`src/rtl/seq_detect_prog.sv`:
```
// Programmable serial bit-sequence detector: runtime-loadable 1..MAX_LEN bit pattern, overlap/non-overlap, registered match pulse.
// Optional saturating match counter on port match_count when SEQDET_COUNT_EN is defined.
module seq_detect_prog #(
  parameter int                 MAX_LEN     = 8,
  parameter int                 DEF_LEN     = 6,
  parameter logic [MAX_LEN-1:0] DEF_PATTERN = 8'b0000_1001,
  parameter bit                 DEF_OVERLAP = 1'b0
`ifdef SEQDET_COUNT_EN
  , parameter int               CNT_W       = 16
`endif
) (
  input  logic                         clk,
  input  logic                         rst,
  input  logic                         din,
  input  logic                         din_valid,
  input  logic                         cfg_load,
  input  logic [MAX_LEN-1:0]           cfg_pattern,
  input  logic [$clog2(MAX_LEN+1)-1:0] cfg_len,
  input  logic                         cfg_overlap,
  output logic                         cfg_err,
  output logic                         dout
`ifdef SEQDET_COUNT_EN
  , output logic [CNT_W-1:0]           match_count
`endif
);

  localparam int LEN_W = $clog2(MAX_LEN+1);
  localparam logic [LEN_W:0] ONE_W = 1;

  logic [MAX_LEN-1:0] pat;
  logic [LEN_W-1:0]   len;
  logic               ovl;
  // Only MAX_LEN-1 past bits are ever compared; din supplies the newest window bit.
  logic [MAX_LEN-2:0] hist;
  logic [LEN_W-1:0]   fill;

  logic               len_ok;
  logic               primed;
  logic               hit;
  logic [MAX_LEN-1:0] window;
  logic [MAX_LEN-1:0] len_mask;

  // NOTE: every combinational output gets a default before any branch so no latch is inferred.
  always_comb begin
    len_ok   = (cfg_len != '0) && (cfg_len <= LEN_W'(MAX_LEN));
    window   = {hist, din};
    len_mask = '0;
    for (int i = 0; i < MAX_LEN; i++) begin
      len_mask[i] = (i < int'(len));
    end
    primed = (({1'b0, fill} + ONE_W) >= {1'b0, len});
    hit    = primed && (((window ^ pat) & len_mask) == '0);
  end

  // NOTE: state updates use non-blocking assignments so every register sees pre-edge values.
  always_ff @(posedge clk) begin
    if (rst) begin
      pat     <= DEF_PATTERN;
      len     <= LEN_W'(DEF_LEN);
      ovl     <= DEF_OVERLAP;
      hist    <= '0;
      fill    <= '0;
      dout    <= 1'b0;
      cfg_err <= 1'b0;
    end else begin
      dout    <= 1'b0;
      cfg_err <= 1'b0;
      if (cfg_load) begin
        if (len_ok) begin
          pat  <= cfg_pattern;
          len  <= cfg_len;
          ovl  <= cfg_overlap;
          hist <= '0;
          fill <= '0;
        end else begin
          cfg_err <= 1'b1;
        end
      end else if (din_valid) begin
        hist <= window[MAX_LEN-2:0];
        dout <= hit;
        // Non-overlap restarts the fill; overlap keeps it saturated at len.
        if (hit && !ovl) begin
          fill <= '0;
        end else if (fill != len) begin
          fill <= fill + LEN_W'(1);
        end
      end
    end
  end

`ifdef SEQDET_COUNT_EN
  always_ff @(posedge clk) begin
    if (rst) begin
      match_count <= '0;
    end else if (cfg_load) begin
      if (len_ok) match_count <= '0;
    end else if (din_valid && hit && (match_count != '1)) begin
      match_count <= match_count + CNT_W'(1);
    end
  end
`endif

endmodule
```
`config.mk`:
```
export PLATFORM = sky130hd
export DESIGN_NAME = seq_detect_prog
export DESIGN_NICKNAME = d
export VERILOG_FILES = /design/src/rtl/seq_detect_prog.sv
export SDC_FILE = /design/constraint.sdc
export NUM_CORES = 1
export LEC_CHECK = 0
export ABC_AREA = 1
export CORE_MARGIN = 10
export CORE_UTILIZATION = 54
export CTS_CLUSTER_DIAMETER = 50
export DETAILED_ROUTE_END_ITERATION = 8
export PLACE_DENSITY_LB_ADDON = 0.05
export SYNTH_ARGS = -nofsm -noshare
export SYNTH_HDL_FRONTEND = slang
export SYNTH_SLANG_ARGS = --single-unit
export TNS_END_PERCENT = 1
```
`constraint.sdc`:
```
create_clock -name clk -period 2.1 [get_ports clk]
set_input_delay 0.42 -clock clk [delete_from_list [all_inputs] [get_ports clk]]
set_output_delay 0.42 -clock clk [all_outputs]
set_load 0.01 [all_outputs]
```
# Yosys cells after proc, flatten, opt, wreduce, memory -nomap -nowiden
# Cells that the tools add are included.
dict set report totals {
  out_inout_bits 2
  latchBits 0
  regBits 26
  word_cells 47
  in_bits 18
  memories 0
  mem_bits_rw 0
  rom_bits 0
}
dict set report op_classes {
  n_reduce_logical 13
  div_mod_pow 0
  bitwise 4
  n_mul 0
  n_mux 9
  shifts 0
  eq_ne 2
  n_addsub 2
  order_cmp 10
}
# op count
set ops {}
lappend ops {{$mux W7} 3}
lappend ops {{$mux W4} 5}
lappend ops {{$lt A3 B4 Y1 const A} 4}
lappend ops {{$and A8 B8 Y8} 1}
lappend ops {{$logic_not A8 Y1} 1}
lappend ops {{$lt A1 B4 Y1 const A} 2}
lappend ops {{$lt A2 B4 Y1 const A} 2}
lappend ops {{$xor A8 B8 Y8} 1}
lappend ops {{$add A4 B1 Y5 const B} 1}
lappend ops {{$ge A5 B4 Y1} 1}
lappend ops {{$add A4 B1 Y4 const B} 1}
lappend ops {{$le A4 B4 Y1 const B} 1}
lappend ops {{$ne A4 B4 Y1} 1}
lappend ops {{$reduce_and A2 Y1} 2}
lappend ops {{$reduce_bool A4 Y1} 1}
lappend ops {{$logic_and A1 B1 Y1} 3}
lappend ops {{$reduce_and A3 Y1} 1}
lappend ops {{$reduce_bool A3 Y1} 1}
lappend ops {{$reduce_or A3 Y1} 1}
lappend ops {{$ne A2 B1 Y1 const B} 1}
lappend ops {{$not A1 Y1} 2}
lappend ops {{$reduce_bool A2 Y1} 1}
lappend ops {{$reduce_or A2 Y1} 1}
lappend ops {{$logic_not A1 Y1} 1}
lappend ops {{$mux W1} 1}

# Depth between registers and ports, before layout
# Gate-level depths: netlist of run 1.
dict set report depth {
  depth_word 8
  depth_mapped 13
  ltp_nobuf 13
}

# Least setup slack after synthesis of run 1
# OpenSTA, ideal clock, no wires.
dict set report synth_path {
  path_type {register to register}
  from {register fill[0]}
  to {register fill[3]}
  arrival_ns 1.733
  path_stages_with_launch 14
  setup_slack_ns 0.253
  required_time_ns 1.986
  period_less_slack_ns 1.847
  setup_ns 0.114
  n_path_buf 0
  cell_sequence {dfxtp_1 ha_1 xor2_1 ha_1 nand2_1 nand2_1 nand3_1 nand4_4 nand4_4 nand3_4 nand2_4 nand2_1 nand2_1 nor2_2}
}
dict set report synth_via {
  elab_chain_len 7
  elab_cells_between_ends 12
  classes_between {add/sub: 2; order compare: 1; eq/ne: 1; mux: 4; reduce/logical: 4}
}
# item line
set synth_lines {}
lappend synth_lines {{from (decl)} 35} ;# logic [LEN_W-1:0] fill;
lappend synth_lines {{from (signal assigned)} 85} ;# fill <= fill + LEN_W'(1);
lappend synth_lines {{$add A4 B1 Y5} 51} ;# primed = (({1'b0, fill} + ONE_W) >= {1'b0, len});
lappend synth_lines {{$ge A5 B4 Y1} 51}
lappend synth_lines {{$logic_and A1 B1 Y1} 52} ;# hit = primed && (((window ^ pat) & len_mask) == '0);
lappend synth_lines {{$logic_and A1 B1 Y1} 82} ;# if (hit && !ovl) begin
lappend synth_lines {{$mux W4} 82}
lappend synth_lines {{$mux W4} 78} ;# end else if (din_valid) begin
lappend synth_lines {{$mux W4} 68} ;# if (cfg_load) begin
# Parallel ways exist; a longest one is shown, timed or not. The select of a mux whose other input is x is not followed.
# A chain may end at the register's enable or synchronous reset.

# Final worst setup path of run 1
dict set report layout_path {
  from {register fill[0]}
  to {register fill[2]}
}
# Same word-level chain as after synthesis.

==> results of run 1 <==
-- worst register-to-register path, cell delays in order, from the launching register on --
cell     delay, ns
dfxtp_4       0.39
ha_4          0.16
xor2_1        0.15
ha_1          0.32
nand2_1       0.06
inv_1         0.05
nand4_1       0.13
nand4_4       0.14
nand4_4       0.12
nand3_4       0.13
nand2_4       0.09
nor2_1        0.12
nor2_2        0.05
-- flip-flops by register name, summed over array words and instances (netlist names) --
signal and flops:
pat 8, hist 7, fill 4, len 4, cfg_err 1, dout 1, ovl 1
-- kinds of logic after synthesis --
logic type,after synthesis,share of synthesized area [%]
buf+inv,42,10.9
fa+ha+maj,5,4.09
simple gates,104,35.8
compound gates,31,13.5
flops,26,34.0
xor+xnor,3,1.72
-- Yosys cell counts, types with 2 or more instances --
| library cell | number |
|---|---|
| a21oi_1 | 10 |
| dfxtp_1 | 26 |
| ha_1 | 5 |
| inv_1 | 34 |
| inv_2 | 5 |
| nand2_1 | 58 |
| nand2_2 | 4 |
| nand3_1 | 8 |
| nand3_2 | 4 |
| nand3_4 | 2 |
| nand4_1 | 2 |
| nand4_4 | 2 |
| nor2_1 | 15 |
| nor2_2 | 5 |
| o211ai_1 | 4 |
| o21ai_0 | 6 |
| o22ai_1 | 3 |
| o32ai_1 | 5 |
| xor2_1 | 3 |
-- routing by layer --
metal / vias to the layer above / wire length, um / global-route usage [%]
met5: - / 0 / 0
met4: 0 / 42 / 5.49
met3: 4 / 236 / 2.99
met2: 38 / 1660 / 22.0
met1: 616 / 1570 / 17.0
li1: 732 / - / -
-- where the power goes --
| part | total [mW] | switching [mW] | internal (mW) |
|---|---|---|---|
| clock network | 0.346 | 0.153 | 0.193 |
| registers | 0.545 | 0.0230 | 0.522 |
| logic | 0.281 | 0.161 | 0.120 |
| total | 1.17 | 0.337 | 0.835 |
-- metrics by stage --
| stage | hold slack [ns] | util (%) | TNS, ns |
|---|---|---|---|
| floorplan | 0.436 | - | 0 |
| global placement | 0.444 | 64.7 | 0 |
| detailed placement | 0.452 | 64.7 | 0 |
| CTS | 0.472 | 66.6 | 0 |
| global route | 0.489 | 68.0 | -0.0424 |
| finish | 0.471 | 68.0 | 0 |
-- what timing repair did --
action | in CTS | in global routing
setup buffers | 0 | 1
setup endpoints to repair | 0 | 4
hold endpoints to repair | 0 | 0
gates resized for setup | 0 | 11
hold buffers | 0 | 0
-- worst min path at each step --
stage | from | end | slack (ns) | depth (start not counted)
2_1_floorplan | pat[4] | pat[4] | 0.44 | 2
3_3_place_gp | pat[4] | pat[4] | 0.44 | 2
3_5_place_dp | pat[4] | pat[4] | 0.45 | 2
4_1_cts | pat[4] | pat[4] | 0.47 | 2
5_1_grt | pat[4] | pat[4] | 0.49 | 2
6_report | pat[4] | pat[4] | 0.47 | 2
-- area by class of cell --
cell class,instances,area [sq um]
clock buffers,3,22.5
clock inverters,1,30.0
fillers,235,875
inverters,39,146
multi-input cells,143,866
flip-flops and latches,26,528
well taps,31,38.8
repair buffers,24,228
==> results.toml, run 1 <==
[logic_synthesis]
yosysUniqueCellTypes = 29
synth_nets = 234
synth-main-ff-cell = "dfxtp_1"
synth.largest_area_cell = "dfxtp_1"
syn_area_sq_um = 1530
ys_seq_area_share_pct = 34.0
yosys_register_bits = 26
synth_edf_count = 0
avgSynthCellArea_sq_um = 7.25
synth_area_leaders = "dfxtp_1 (34%), nand2_1 (14%), inv_1 (8.3%), ha_1 (4.1%), nor2_1 (3.7%)"
async_flop_share_pct = 0
synth_top_area_share_pct = 34.0
yosysWarningCount = 0
syn-instance-count = 211

[outcome]
status = "finished, final reports clean"

[placement]
post-place-ws_ns = 0.0552
dp_hpwl_mm = 2.82
dpl_cell_area_sq_um = 1770
placed_cells = 262
place.gp.congestion = 0.893
io_buffers = 19

[timing]
fin_crit_ns = 1.98
setup_viol = 0
finalHoldViolCount = 0
fin_skew_ns = 0.00426
rsz0062_at_grt = "true"
worstMarginPinSlew_ns = 0.299
relSlewSlack_pct = 80.0
fin_crit_sh_pct = 94.2
max_freq_ghz = 0.506
slew_violations = 0
setup_ws_ns = 0.123

[global_route]
grt_first_pass_wirelength_mm = 5.96
grt_pass1_vias = 1344
grt_max_degree = 19
antenna_found_initial = 0
overflow = 0
track_usage_pct = 13.6

[detailed_routing]
wl_per_cell_um = 13.1
vias = 1390
vias_per_cell = 5.21
first_pass_iters = 4
drt-initial-drc-count = 70
drt_wl_total_mm = 3.50
drcViolationCount = 0
antenna_left = 0

[power_and_ir_drop]
p_leak_nw = 0.809
p_per_area_nw_per_um2 = 630
total_power_mw = 1.17
ir_drop_mv = 0.531

[clocking]
h-tree-depth = 1
cts_tree = "built"
clockRootBuffer = "clkbuf_4"
cts_sinks = 26
cts_buffers = 3
clockBufferDepth = 2
clock_latency_ns = 0.32
clkTransAtPathRegs_ns = 0.15

[critical_path]
crit_required_ns = 2.34
r2r-end = "fill[2]"
r2r_slack_ns = 0.12
cp-endpoint = "fill[2]"
cp_num_buf_inv = 1
reg2reg_depth = 12
crit_path_cell_trace = "ha_4 > xor2_1 > ha_1 > nand2_1 > inv_1 > nand4_1 > nand4_4 > nand4_4 > nand3_4 > nand2_4 > nor2_1 > nor2_2"
r2r-start = "fill[0]"
arrival_ns = 2.21
cp.depth = 12
crit_start = "fill[0]"
crit_fanout = 6
critPathSlowestCell = "dfxtp_4"
cp-start-kind = "register"
max_stage_delay_ns = 0.39
cp_top_family = "simple AND/OR/NAND/NOR gates"
endpoint_kind = "register"
path_class = "register to register"
critPathMostFrequentCell = "nand4_4"

[cells_and_area]
layout.nets = 260
layout_common_cells = "nand2_1 (55), inv_1 (34), dfxtp_1 (22)"
postLayoutCellArea_sq_um = 1860
layout-drive-gt1-share_pct = 18.6
layout_commonest_cell = "nand2_1"
diodes = 0
fin_cells = 267
syn_to_final_growth_pct = 21.5

[floorplan]
num_rows = 19
core_sq_um = 2730
dieArea_sq_um = 5360
die_h_um = 73.2
io_pins = 20
die_w_um = 73.2
initial_core_util_pct = 56.0

[min_path]
hp-class = "register to register"

[flow_run]
cap_violations = 0
No activity file was read; power rests on OpenSTA's default activity.
==> inputs of run 2 (changes only) <==
Settings changed: CORE_MARGIN 10 to 2.
==> run 2 against run 1 <==
Design area rose by 2.2%. Clock skew rose by 0.0088 ns. Flip-flop and latch count did not move. Routed wire length fell by 3.1%. Critical path depth did not move. First-iteration DRC count fell by 16%. Sequential share of layout area fell by 0.47 points. Maximum frequency fell by 0.47%. Power rose by 1.3%. Die area fell by 39%. Final cell count rose by 1.1%. Largest cell class unchanged. Highest routed layer unchanged.
==> results.toml, run 2 (synthesized netlist as in run 1, its figures left out) <==
[clocking]
cts_tree = "built"
h-tree-depth = 1
cts_hold_buffers = 0
clkTransAtPathRegs_ns = 0.16
cts_buffers = 3
cts_sinks = 26
clockRootBuffer = "clkbuf_4"
clock_latency_ns = 0.33
clockBufferDepth = 2

[global_route]
antenna_found_initial = 0
grt_first_pass_wirelength_mm = 5.81
grt_max_degree = 19
grt_pass1_vias = 1366
track_usage_pct = 22.4
overflow = 0

[power_and_ir_drop]
swShare_pct = 28.9
ir_drop_mv = 0.465
p_per_area_nw_per_um2 = 625
p_leak_nw = 0.826
pwr-share-comb_pct = 24.7
p_sw_uw = 344
internal_power_uw = 844
p_seq_share_pct = 45.9
clkPwrFrac_pct = 29.4

[timing]
whs_ns = 0.478
fin_crit_sh_pct = 94.6
relSlewSlack_pct = 81.8
finalHoldViolCount = 0
fin_skew_ns = 0.0131
fin_crit_ns = 1.99
setup_ws_ns = 0.113
worstMarginPinSlew_ns = 0.273
finalSetupTns_ns = 0
max_freq_ghz = 0.503
slew_violations = 0
setup_viol = 0

[critical_path]
cp-start-kind = "register"
critPathSlowestCell = "dfxtp_4"
endpoint_kind = "register"
path_class = "register to register"
crit_start = "fill[0]"
critPathMostFrequentCell = "nand4_4"
arrival_ns = 2.22
r2r-end = "fill[2]"
cp-endpoint = "fill[2]"
crit_required_ns = 2.33
r2r_slack_ns = 0.11
r2r-start = "fill[0]"
crit_fanout = 6
reg2reg_depth = 12
crit_path_cell_trace = "ha_4 > xor2_2 > ha_1 > nand2_1 > inv_1 > nand4_1 > nand4_4 > nand4_4 > nand3_4 > nand2_4 > nor2_1 > nor2_2"
max_stage_delay_ns = 0.39

[cells_and_area]
largest_reg_flops = 8
diodes = 0
layout.nets = 263
syn_to_final_growth_pct = 24.1
reg_top3 = "pat: 8 flops, hist: 7 flops"
fin_cells = 270
layout-drive-gt1-share_pct = 20.1
layout_commonest_cell = "nand2_1"
layout_common_cells = "nand2_1 (58), inv_1 (34), dfxtp_1 (22)"
postLayoutCellArea_sq_um = 1900
regMostFlops = "pat"

[detailed_routing]
vias_per_cell = 5.27
drt_wl_total_mm = 3.39
drcViolationCount = 0
wl_per_cell_um = 12.6
drt-initial-drc-count = 59
antenna_left = 0
vias = 1422
first_pass_iters = 5

[outcome]
status = "finished, final reports clean"

[min_path]
holdPathStages = 2
hp-class = "register to register"

[floorplan]
die_h_um = 57.2
core_sq_um = 2730
dieArea_sq_um = 3280
die_w_um = 57.2
initial_core_util_pct = 56.0
num_rows = 19
io_pins = 20

[flow_run]
cap_violations = 0

[placement]
dpl_cell_area_sq_um = 1770
post-place-ws_ns = 0.0598
dp_hpwl_mm = 2.59
io_buffers = 19
placed_cells = 262
place.gp.congestion = 0.903
run 2: changes by cell type in the layout (fill, tap and decap cells not counted), moves of 2 or more:
cell,change
xor2_2,+2
nand2_1,+3
nand2_2,-3
xor2_1,-2
buf_4,+3
run 2: worst min-delay path by stage:
stage / start / slack [ns] / end
2_1_floorplan: pat[4] / 0.44 / pat[4]
3_3_place_gp: pat[4] / 0.45 / pat[4]
3_5_place_dp: pat[4] / 0.46 / pat[4]
4_1_cts: pat[4] / 0.48 / pat[4]
5_1_grt: pat[4] / 0.50 / pat[4]
6_report: pat[4] / 0.48 / pat[4]
run 2: power groups by stage:
stage	Clock [mW]	Sequential, mW	Combinational [mW]
3_5_place_dp	0	0.554	0.269
6_report	0.349	0.545	0.294
3_3_place_gp	0	0.553	0.259
2_1_floorplan	0	0.550	0.188
4_1_cts	0.353	0.543	0.270
5_1_grt	0.370	0.548	0.328
run 2: cell type report:
type,instances,area [sq um]
sequential,26,531
clock buffer,3,22.5
tap,31,38.8
multi-input combinational,143,881
timing repair buffer,27,250
clock inverter,1,30.0
inverter,39,146
fill,252,835
run 2: per-stage QoR:
stage | total power [mW] | util (%)
final | 1.19 | 69.5
after global routing | 1.25 | 69.5
after CTS | 1.17 | 66.6
after detailed placement | 0.823 | 64.7
after global placement | 0.812 | 64.7
after floorplan | 0.738 | -
run 2: layer usage:
metal  global-route usage, %  share of wire (%)  vias up
li1                        -                  -      733
met1                    30.4                 45      647
met2                    36.8                 49       38
met3                    2.27                5.0        4
met4                    8.64               0.88        0
met5                       0                  0        -
run 2: worst max-delay path, delay by kind of cell, from the launching register on:
kind	cells	cell delay, ns
buffers and inverters	1	0.05
flip-flops	1	0.39
adder cells (fa/ha/maj)	2	0.48
XOR/XNOR	1	0.15
AND/OR/NAND/NOR	8	0.82
run 2: what timing repair did:
| item | CTS | global route |
|---|---|---|
| gates resized for setup | 0 | 13 |
| setup endpoints to repair | 0 | 4 |
| endpoints found under the hold margin | 0 | 0 |
| buffers inserted | 0 | 4 |
==> RTL edit (config.mk and constraints of run 1) <==
`DEF_OVERLAP`: 1'b0 -> 1'b1.
--- a/src/rtl/seq_detect_prog.sv
+++ b/src/rtl/seq_detect_prog.sv
@@ -5,5 +5,5 @@
   parameter int                 DEF_LEN     = 6,
   parameter logic [MAX_LEN-1:0] DEF_PATTERN = 8'b0000_1001,
-  parameter bit                 DEF_OVERLAP = 1'b0
+  parameter bit                 DEF_OVERLAP = 1'b1
 `ifdef SEQDET_COUNT_EN
   , parameter int               CNT_W       = 16
Function: changed (a bounded check fails within 10 cycles, from zero or initial values and one cycle with rst high).
==> RTL edit against run 1 <==
  * Power rose by 1.4%
  * Largest power group unchanged
  * Fmax is 0.19% higher
  * Design area up 3.2%
  * Sequential cell count stayed put
  * Sequential share of layout area is 0.81 points lower
  * Setup slack better by 0.0038 ns
  * Area after synthesis about the same
  * Wire length grew 2.5%
  * Die area about the same
==> RTL edit: results (changes against run 1) <==
| Metric | Value |
|---|---|
| CP arrival | 2.21 ns (about the same) |
| Vias per cell | 5.27 (+1.2%) |
| Setup slack, reg-to-reg | 0.13 ns |
| Run status | finished, final reports clean |
| Critical Path Fanout Max | 6 (unchanged) |
| Most common library cells after synthesis | nand2_1, inv_1, dfxtp_1, nor2_1, a21oi_1 |
| Clock latency at the later pin of the worst-skew pair | 0.32 ns (about the same) |
| Ys async rst share | 0% (unchanged) |
| Cell at the root of the clock tree | clkbuf_4 |
| Sequential-to-total area share from yosys stat | 34.0% (about the same) |
| FILL cells | 225 (-4.3%) |
| Hold Path Stages | 2 (unchanged) |
| Clk buf depth | 2 (unchanged) |
| Antenna Cells | 0 (unchanged) |
| Worst Hold End | pat[4] |
| Top cells by area, synth | dfxtp_1, nand2_1, inv_1 |
| Slew HR | 82.3% (+2.3 points) |
| Hold path startpoint | pat[4] |
| Gpl congestion | 0.868 (-2.9%) |
| Yosys cell types | 29 (unchanged) |
| Clock-pin slew on the worst setup and hold paths | 0.15 ns (about the same) |
| Global-route wire length before repair | 6.06 mm (+1.6%) |
| R2R Path End | fill[1] |
| Max-slew violations | 0 (unchanged) |
| Switch share | 28.7% (about the same) |
| Pre-CTS WS | -0.0141 ns (-0.0693 ns) |
| Largest net degree at the start of global routing | 17 (-2) |
| Initial antenna violation count | 0 (unchanged) |
| First-pass DRT Iterations | 4 (unchanged) |
| HP Class | register to register |
| Final WL | 3.59 mm (+2.5%) |
| Syn Nets | 235 (+0.43%) |
| Crit Reg-Reg Startpoint | fill[2] |
| # port buffers | 19 (unchanged) |
| Hpwl dp | 2.87 mm (+1.7%) |
| H-tree Lvls | 1 (unchanged) |
| Peak supply drop | 517 µV (-2.7%) |
| Leakage | 0.000833 µW (+2.9%) |
| Yosys warning count | 0 (unchanged) |
| Worst Skew | 0.00596 ns (+0.00171 ns) |
| CTS Buf Count | 3 (unchanged) |
| GR Util All Layers | 13.8% (+0.17 points) |
| Largest regs | pat (8), hist (7) |
| Iteration-0 DRC Markers | 92 (+31%) |
| Final net count | 263 (+1.2%) |
| Hold_ws | 0.488 ns (+0.0175 ns) |
| Layout cells sized above 1 | 18.8% (+0.18 points) |
| Cell Area, Placed | 1780 µm² (+0.78%) |
| R2r worst-path depth | 12 (unchanged) |
| DRC viols | 0 (unchanged) |
| Design Area, Final | 1920 µm² (+3.2%) |
-- RTL edit: changes by cell type in the layout (fill, tap and decap cells not counted), moves of 2 or more --
cell     change
nand2_2      -2
o21ai_0      -2
dfxtp_2      -2
nand2_1      +3
inv_1        +2
inv_2        -2
buf_4        +2
-- RTL edit: metal layers --
metal	share of wire [%]	track usage, %	vias to the layer above
met1	46	17.0	648
met2	48	23.6	36
li1	-	-	734
met4	0.86	4.85	0
met5	0	0	-
met3	4.7	2.02	4
-- RTL edit: kinds of logic (layout without fill, tap and decap cells) --
logic type	count (synthesis)	after routing	synth area share, %
buffers and inverters	43	70	11.4
and+or+nand+nor	105	105	35.5
DFF	26	26	34.0
AOI/OAI and AO/OA	30	30	13.3
xor gates and xnor gates	3	3	1.72
adders and majority gates	5	5	4.08
-- RTL edit: timing repair --
item | in CTS | in global routing
pin swaps | 0 | 3
endpoints found under the setup margin | 3 | 4
buffers inserted | 0 | 3
gates resized for setup | 1 | 12
-- RTL edit: how the worst max path moves through the flow --
stage | startpoint | end | slack (ns) | cells past startpoint
after floorplan | fill[0] | fill[3] | 0.25 | 13
after global placement | fill[0] | fill[3] | 0.11 | 13
after detailed placement | fill[0] | fill[1] | -0.01 | 13
after CTS | fill[0] | fill[1] | 0.04 | 13
after global routing | fill[2] | fill[1] | -0.0007 | 13
final | fill[2] | fill[1] | 0.13 | 12
-- RTL edit: metrics by stage --
stage | TNS [ns] | instances
floorplan | 0 | 212
detailed placement | -0.0201 | 263
global route | -0.000675 | 270
CTS | 0 | 267
finish | 0 | 270
global placement | 0 | 263
-- RTL edit: power groups by stage --
stage               sequential, µW  combinational [µW]  clock (µW)
floorplan                      550                 186           0
global placement               553                 263           0
detailed placement             554                 272           0
CTS                            544                 273         348
global route                   551                 331         359
finish                         547                 296         345
-- RTL edit: worst max-delay path, stage by stage, from the launching register on --
cell     delay (ns)
dfxtp_4        0.43
nand3_1        0.11
xor2_1         0.17
ha_1           0.33
buf_4          0.15
nand4_1        0.13
nand4_4        0.11
nand4_4        0.11
nand3_4        0.09
nand2_4        0.10
nand2_1        0.07
nand2_1        0.07
nor2_2         0.03
-- RTL edit: area by class of cell --
class	count	area share, %
multi-input cells	143	46.3
flip-flops and latches	26	27.6
repair buffers	27	13.7
inverters	39	7.63
well taps	31	2.02
clock inverters	1	1.57
clock buffers	3	1.17
